`src/rtl/debounce_sync_if.sv`:
```
// rtl/debounce_sync_if.sv - input-conditioning bus between pin side and register side
//
// Purpose: bundles the raw pin input with the debounced level and its strobes.
// Signals:
//   din   raw asynchronous input from the board pin
//   dout  debounced, clock-synchronous level
//   rise  one-cycle strobe on dout 0->1
//   fall  one-cycle strobe on dout 1->0
// Modports:
//   master  drives din, observes the conditioned outputs (pin side / bench)
//   slave   the conditioner itself
interface debounce_sync_if;
  logic din;
  logic dout;
  logic rise;
  logic fall;

  modport master (
    output din,
    input  dout,
    input  rise,
    input  fall
  );

  modport slave (
    input  din,
    output dout,
    output rise,
    output fall
  );
endinterface

```
`src/rtl/sync_2ff.sv`:
```
// rtl/sync_2ff.sv - two-flop synchronizer with async active-low clear
//
// Purpose: brings an asynchronous level into the clk domain; q lags d by two edges.
// Ports:
//   clk  rising-edge clock
//   clr  asynchronous active-low clear, forces both stages to 0
//   d    asynchronous input
//   q    synchronized output (second stage)
module sync_2ff (
  input  logic clk,
  input  logic clr,
  input  logic d,
  output logic q
);

  logic s1;

  always_ff @(posedge clk or negedge clr) begin
    if (!clr) begin
      s1 <= 1'b0;
      q  <= 1'b0;
    end else begin
      s1 <= d;
      q  <= s1;
    end
  end

endmodule

```
`src/rtl/debounce_sync.sv`:
```
// rtl/debounce_sync.sv - synchronizer plus stability-counting debouncer
//
// Purpose: turns a bouncing pin into a clean level with rise/fall strobes.
// A new level is accepted only after the synchronized input has held it for
// STABLE_CNT+1 consecutive edges; any bounce back abandons the attempt.
// Ports:
//   clk  rising-edge clock
//   clr  asynchronous active-low reset
//   bus  debounce_sync_if.slave: din in; dout, rise, fall out (all flop outputs)
// Parameters:
//   STABLE_CNT  stable cycles required (>= 2)
//   CNT_W       counter width, 2**CNT_W > STABLE_CNT-1
module debounce_sync #(
  parameter int STABLE_CNT = 50000,
  parameter int CNT_W      = 16
) (
  input  logic               clk,
  input  logic               clr,
  debounce_sync_if.slave     bus
);

  typedef enum logic [1:0] {
    IDLE_LOW  = 2'd0,
    WAIT_HIGH = 2'd1,
    IDLE_HIGH = 2'd2,
    WAIT_LOW  = 2'd3
  } state_t;

  localparam logic [CNT_W-1:0] CNT_MAX = CNT_W'(STABLE_CNT - 1);

  logic             s2;
  state_t           state_q, state_d;
  logic [CNT_W-1:0] cnt_q, cnt_d;
  logic             dout_q, dout_d;
  logic             rise_q, rise_d;
  logic             fall_q, fall_d;

  sync_2ff u_sync (
    .clk (clk),
    .clr (clr),
    .d   (bus.din),
    .q   (s2)
  );

  always_ff @(posedge clk or negedge clr) begin
    if (!clr) begin
      state_q <= IDLE_LOW;
      cnt_q   <= '0;
      dout_q  <= 1'b0;
      rise_q  <= 1'b0;
      fall_q  <= 1'b0;
    end else begin
      state_q <= state_d;
      cnt_q   <= cnt_d;
      dout_q  <= dout_d;
      rise_q  <= rise_d;
      fall_q  <= fall_d;
    end
  end

  always_comb begin
    state_d = state_q;
    cnt_d   = cnt_q;
    dout_d  = dout_q;
    rise_d  = 1'b0;
    fall_d  = 1'b0;
    unique case (state_q)
      IDLE_LOW: begin
        if (s2) begin
          state_d = WAIT_HIGH;
          cnt_d   = '0;
        end
      end
      WAIT_HIGH: begin
        if (!s2) begin
          state_d = IDLE_LOW;
          cnt_d   = '0;
        end else if (cnt_q == CNT_MAX) begin
          state_d = IDLE_HIGH;
          cnt_d   = '0;
          dout_d  = 1'b1;
          rise_d  = 1'b1;
        end else begin
          cnt_d = cnt_q + 1'b1;
        end
      end
      IDLE_HIGH: begin
        if (!s2) begin
          state_d = WAIT_LOW;
          cnt_d   = '0;
        end
      end
      WAIT_LOW: begin
        if (s2) begin
          state_d = IDLE_HIGH;
          cnt_d   = '0;
        end else if (cnt_q == CNT_MAX) begin
          state_d = IDLE_LOW;
          cnt_d   = '0;
          dout_d  = 1'b0;
          fall_d  = 1'b1;
        end else begin
          cnt_d = cnt_q + 1'b1;
        end
      end
      default: begin
        state_d = IDLE_LOW;
        cnt_d   = '0;
      end
    endcase
  end

  assign bus.dout = dout_q;
  assign bus.rise = rise_q;
  assign bus.fall = fall_q;

endmodule

```
`src/flat_wrapper.sv`:
```
// flat-port wrapper written by rule: the top's interface ports become plain ports
module debounce_sync_flat 
#(
  parameter int STABLE_CNT = 50000,
  parameter int CNT_W      = 16
)
  (clk, clr, bus_din, bus_dout, bus_rise, bus_fall);
  debounce_sync_if bus_i ();
  input  logic clk;
  input  logic clr;
  input wire logic [$bits(bus_i.din)-1:0] bus_din;
  output wire logic [$bits(bus_i.dout)-1:0] bus_dout;
  output wire logic [$bits(bus_i.rise)-1:0] bus_rise;
  output wire logic [$bits(bus_i.fall)-1:0] bus_fall;
  assign bus_i.din = bus_din;
  assign bus_dout = bus_i.dout;
  assign bus_rise = bus_i.rise;
  assign bus_fall = bus_i.fall;
  debounce_sync #(.STABLE_CNT(STABLE_CNT), .CNT_W(CNT_W)) u_core (.clk(clk), .clr(clr), .bus(bus_i));
endmodule
```
`config.mk`:
```
export PLATFORM = sky130hd
export DESIGN_NAME = debounce_sync_flat
export DESIGN_NICKNAME = d
export VERILOG_FILES = /design/src/rtl/debounce_sync_if.sv /design/src/rtl/sync_2ff.sv /design/src/rtl/debounce_sync.sv /design/src/flat_wrapper.sv
export SDC_FILE = /design/constraint.sdc
export NUM_CORES = 1
export LEC_CHECK = 0
export ABC_AREA = 1
export CAP_MARGIN = 15
export CELL_PAD_IN_SITES_DETAIL_PLACEMENT = 0
export CELL_PAD_IN_SITES_GLOBAL_PLACEMENT = 1
export CORE_MARGIN = 4
export CORE_UTILIZATION = 43
export DETAILED_ROUTE_END_ITERATION = 8
export HOLD_SLACK_MARGIN = 0.12
export MAX_ROUTING_LAYER = met4
export PLACE_DENSITY = 0.79
export SETUP_SLACK_MARGIN = 0.05
export SYNTH_ARGS = -nofsm -noshare
export SYNTH_HDL_FRONTEND = slang
export SYNTH_SLANG_ARGS = --single-unit
export TNS_END_PERCENT = 30
```
`constraint.sdc`:
```
create_clock -name clk -period 1.8 [get_ports clk]
set_input_delay 0.45 -clock clk [delete_from_list [all_inputs] [get_ports clk]]
set_output_delay 0.45 -clock clk [all_outputs]
set_load 0.005 [all_outputs]
```
Word-level counts from Yosys, hierarchy flattened
Index checks and enable logic that the tools add are counted.
{"block": "totals", "register_bits": 23, "in_bits": 3, "output_inout_bits": 3}
{"block": "op_classes", "addsub": 1, "eq_ne": 12, "muxes": 23, "reduce_logical": 5}
{"operator": "two-way mux 16 bit", "count": 5}
{"operator": "one-hot mux 16 bit (4 select lines)", "count": 1}
{"operator": "adder 16 x 1 -> 16 bit, second input constant", "count": 1}
{"operator": "equality test 16 bit, second input constant", "count": 1}
{"operator": "two-way mux 2 bit", "count": 6}
{"operator": "two-way mux 1 bit", "count": 9}
{"operator": "!= test 2 bit, second input constant", "count": 4}
{"operator": "one-hot mux 2 bit (4 select lines)", "count": 1}
{"operator": "!= test 3 x 2 -> 1 bit, second input constant", "count": 2}
{"operator": "AND reduction 5 bit", "count": 1}
{"operator": "equality test 2 bit, second input constant", "count": 2}
{"operator": "!= test 2 x 1 -> 1 bit, second input constant", "count": 2}
{"operator": "AND reduction 4 bit", "count": 1}
{"operator": "equality test 2 x 1 -> 1 bit, second input constant", "count": 1}
{"operator": "zero test 2 bit", "count": 1}
{"operator": "one-hot mux 1 bit (2 select lines)", "count": 1}
{"operator": "AND reduction 2 bit", "count": 1}
{"operator": "nonzero test 2 bit", "count": 1}

Longest topological paths before layout
{"block": "depth", "ltp_word": 4, "mapped_depth": 8, "depth_no_buf": 8}

Hierarchy
From an unflattened synthesis, not the netlist that was laid out.
{"block": "unflattened", "hier_cells": 171, "hier_area_um2": 1355.0}
{"mod": "debounce_sync", "n_inst": 1, "cells_per_inst": 169, "area_per_inst_um2": 1305.0, "seq_area_each_um2": 525.5}
{"mod": "sync_2ff", "n_inst": 1, "cells_per_inst": 2, "area_per_inst_um2": 50.0, "seq_area_each_um2": 50.0}

Worst setup path after synthesis
OpenSTA, ideal clock, no wires.
{"block": "synth_path", "path_kind": "flip-flop to flip-flop", "from": "register u_core.cnt_q[0]", "to": "register u_core.cnt_q[4]", "arrival_time_ps": 1189, "slack_ps": 480, "stages_incl_launch_ff": 7, "n_path_buf": 0, "synth_period_minus_slack_ps": 1320, "path_cell_list": "dfrtp_1 ha_1 nand3_1 nor2_2 nand2_2 nand2_4 o22ai_2"}
{"block": "synth_via", "elab_chain_cells": 4}
{"element": "from (decl)", "line_no": "debounce_sync.sv:33", "source": "logic [CNT_W-1:0] cnt_q, cnt_d;"}
{"element": "from (signal assigned)", "line_no": "debounce_sync.sv:54", "source": "cnt_q <= cnt_d;"}
{"element": "adder 16 x 1 -> 16 bit / equality test 16 bit (equally long branches)"}
{"element": "two-way mux 16 bit *", "line_no": "debounce_sync.sv:78, debounce_sync.sv:97"}
{"element": "two-way mux 16 bit, on equally long branches", "line_no": "debounce_sync.sv:94, debounce_sync.sv:75"}
{"element": "one-hot mux 16 bit (4 select lines) *", "line_no": "debounce_sync.sv:67", "source": "unique case (state_q)"}
Mark *: on every way between the ends. The rest lies on a longest branch, timed or not.
A chain may end at the register's enable or synchronous reset.

Worst setup path after layout
{"block": "layout_path", "from": "register u_core.dout_q, in the netlist u_core.bus.dout", "to": "output bus_dout"}
{"element": "from (decl)", "line_no": "debounce_sync.sv:34", "source": "logic dout_q, dout_d;"}
{"element": "from (signal assigned)", "line_no": "debounce_sync.sv:55", "source": "dout_q <= dout_d;"}
{"element": "to (decl)", "line_no": "flat_wrapper.sv:12", "source": "output wire logic [$bits(bus_i.dout)-1:0] bus_dout;"}
No word-level cell between the ends.

==> metrics <==
DR pass1 iterations=4; Synth Instances=about 180; final worst hold slack=approximately 0.37 ns; number of I/O port buffers=5; WP data arrival=1.17 ns; RSZ-0062 raised after global routing=false; total number of vias=1089; Bufs and invs on worst path=1; Startpoint Class=flip-flop; Critical R2R Capture=u_core.cnt_q[12]; LEAKAGE=~0.00064 uW; TritonCTS Buffers=3; slew margin rel.=approximately two thirds; CTS resizes=0; mean post-synth cell area=7.56 sq um; Clock Pin Slew Worst Setup and Hold Paths=0.12 ns; actual slew at the worst max-slew pin=approximately 0.49 ns; Setup crit end=bus_dout; fin crit share=approximately nine tenths; reg2reg setup slack=0.34 ns; status=completed; number of global-route vias before repair=between 1000 and 1500; main flop type after synthesis=dfrtp_1; gpl congestion=around 0.80; hold_buf cts=0; WL met1=about 1400 um; global route overflow=0; num rows=19; number of vias per cell=5.07; Max Cap Viol=0; CP max stage cell=clkdlybuf4s50_1; post-route DRC violation count=0; Post-Route WL=2720 um; EDFF count, synth=0; Fill cells=300; synthesized net count=around 180; commonest non-fill, non-tap cell in the layout=nand2_1; worst r2r src=u_core.cnt_q[0]; Setup Skew=between 0.009 and 0.01 ns; clk buf depth=2; total track usage=between 10% and 20%; placed wire-length estimate=around 2100 um; highest routed layer=met4; H-tree depth=1; Data required, critical path=between 1 and 1.5 ns; Die Wd=between 60 and 70 um; fin. max-slew vios=0; routed wl met3=between 60 and 70 um; Critical Path Sink Type=output pin; Stages on worst setup path=1; Syn. warnings=0; die height=63.5 um; sequential fraction of the synthesis area=around 43%; Area Overhead vs Synth=8.79%; Iter 0 DRT Violations=52; f_max=0.616 GHz; commonest non-fill, non-tap cells in the layout=56 x nand2_1, 23 x dfrtp_1, 20 x inv_1; R2R cell count=6; final net count=189; wire length on met2=1220 um; antenna cell count=0; synthesized area=roughly 1300 sq um; crit-path cells=clkdlybuf4s50_1; TritonCTS clock tree=built; power density over the cells=between 700 and 800 nW/um^2; global-route wire length before repair=4960 um; Max FO, Critical Path=2; Hold Vio Cnt, Final=0; FFs w/ async S/R, synth=100%; min cycle time layout=~1.6 ns; HP Class=reg2reg; share of layout cells above drive strength 1=14.1%; # IOs=6; Peak VDD IR=0.000594 V; setup TNS=0 ns; Total Die Area=a little over 4000 sq um; initial antenna violation count=0; Crit path largest cell delay=roughly 0.50 ns; Cell variety after synth=22; Initial Utilization=46.4%; Final setup viols=0; crit path kind=reg2out; flop and latch count out of synthesis=23; Worst Setup SP=u_core.bus.dout; CTS Root Buffer Type=clkbuf_4; post-CTS setup buffer count=0; CP top delay family=buffers and inverters; Core Region=approximately 2900 sq um; clk sink count=23; largest net degree at the start of global routing=24; post-route ant nets=0; worst-skew pair later-pin latency=0.32 ns; wire per inst=12.7 um
cell usage after synthesis, drive strengths merged (2+ instances only):
cell / n / share of area, %
nor2: 24 / 8.5
nand2: 62 / 19
o22ai: 2 / 1.4
nand4: 3 / 1.4
o21ai: 13 / 6.9
nand3: 17 / 6.4
xor2: 3 / 2.0
inv: 20 / 5.7
a21oi: 2 / 1.3
xnor2: 2 / 1.3
dfrtp: 23 / 43
power by group:
part | total (uW) | switching, uW | internal, uW | leakage [uW]
logic | 183 | 129 | 53.8 | 0.000305
clock network | 246 | 163 | 83.1 | 0.0000177
registers | 595 | 44.7 | 550 | 0.000313
total | 1020 | 337 | 687 | 0.000636
stage by stage:
step / std cells / util, % / power, uW / setup slack (ns) / instance area, sq um
final: 215 / 50.5 / 1020 / 0.178 / 1440
after global routing: 215 / 50.5 / 1100 / 0.0900 / 1440
after CTS: 215 / 50.5 / 1040 / 0.160 / 1440
after detailed placement: 211 / 49.5 / 795 / 0.330 / 1410
after global placement: 211 / 49.5 / 791 / 0.359 / 1410
after floorplan: 175 / - / 736 / 0.480 / 1320
metal layers:
| layer | vias up | track usage (%) |
|---|---|---|
| met5 | - | - |
| met4 | 0 | 5.66 |
| met3 | 7 | 2.84 |
| met2 | 10 | 24.1 |
| met1 | 499 | 21.3 |
| li1 | 573 | - |
state kept, by name, summed over array words and instances, names as in the netlist, named ones only:
signal,count
u_core.cnt_q,16
u_core.bus.dout,1
u_core.bus.fall,1
u_core.bus.rise,1
u_core.state_q,1
u_core.u_sync.q,1
u_core.u_sync.s1,1
cells by family after synthesis:
family / Yosys count / synth area share (%)
fa+ha+maj: 1 / 0.945
xor+xnor: 5 / 3.31
simple gates: 107 / 35.8
flops: 23 / 43.5
compound gates: 18 / 10.2
buf+inv: 21 / 6.24
final cells by class:
type	instances	area (sq um)	share of cell area [%]
Multi-Input combinational cell	131	666	46.2
Sequential cell	23	576	40.0
Inverter	20	75.1	5.21
Timing Repair Buffer	6	57.6	4.00
Tap cell	31	38.8	2.69
Clock buffer	3	22.5	1.56
Clock inverter	1	5.00	0.348
worst min-delay path by stage:
stage	from	end	slack, ns	cells past startpoint
5_1_grt	u_core.u_sync.s1	u_core.u_sync.q	0.39	0
3_5_place_dp	u_core.u_sync.s1	u_core.u_sync.q	0.34	0
3_3_place_gp	u_core.u_sync.s1	u_core.u_sync.q	0.34	0
6_report	u_core.u_sync.s1	u_core.u_sync.q	0.37	0
2_1_floorplan	clr	async pin	0.15	0
4_1_cts	u_core.u_sync.s1	u_core.u_sync.q	0.37	0
Note: power is estimated with default switching activity, not from simulation.
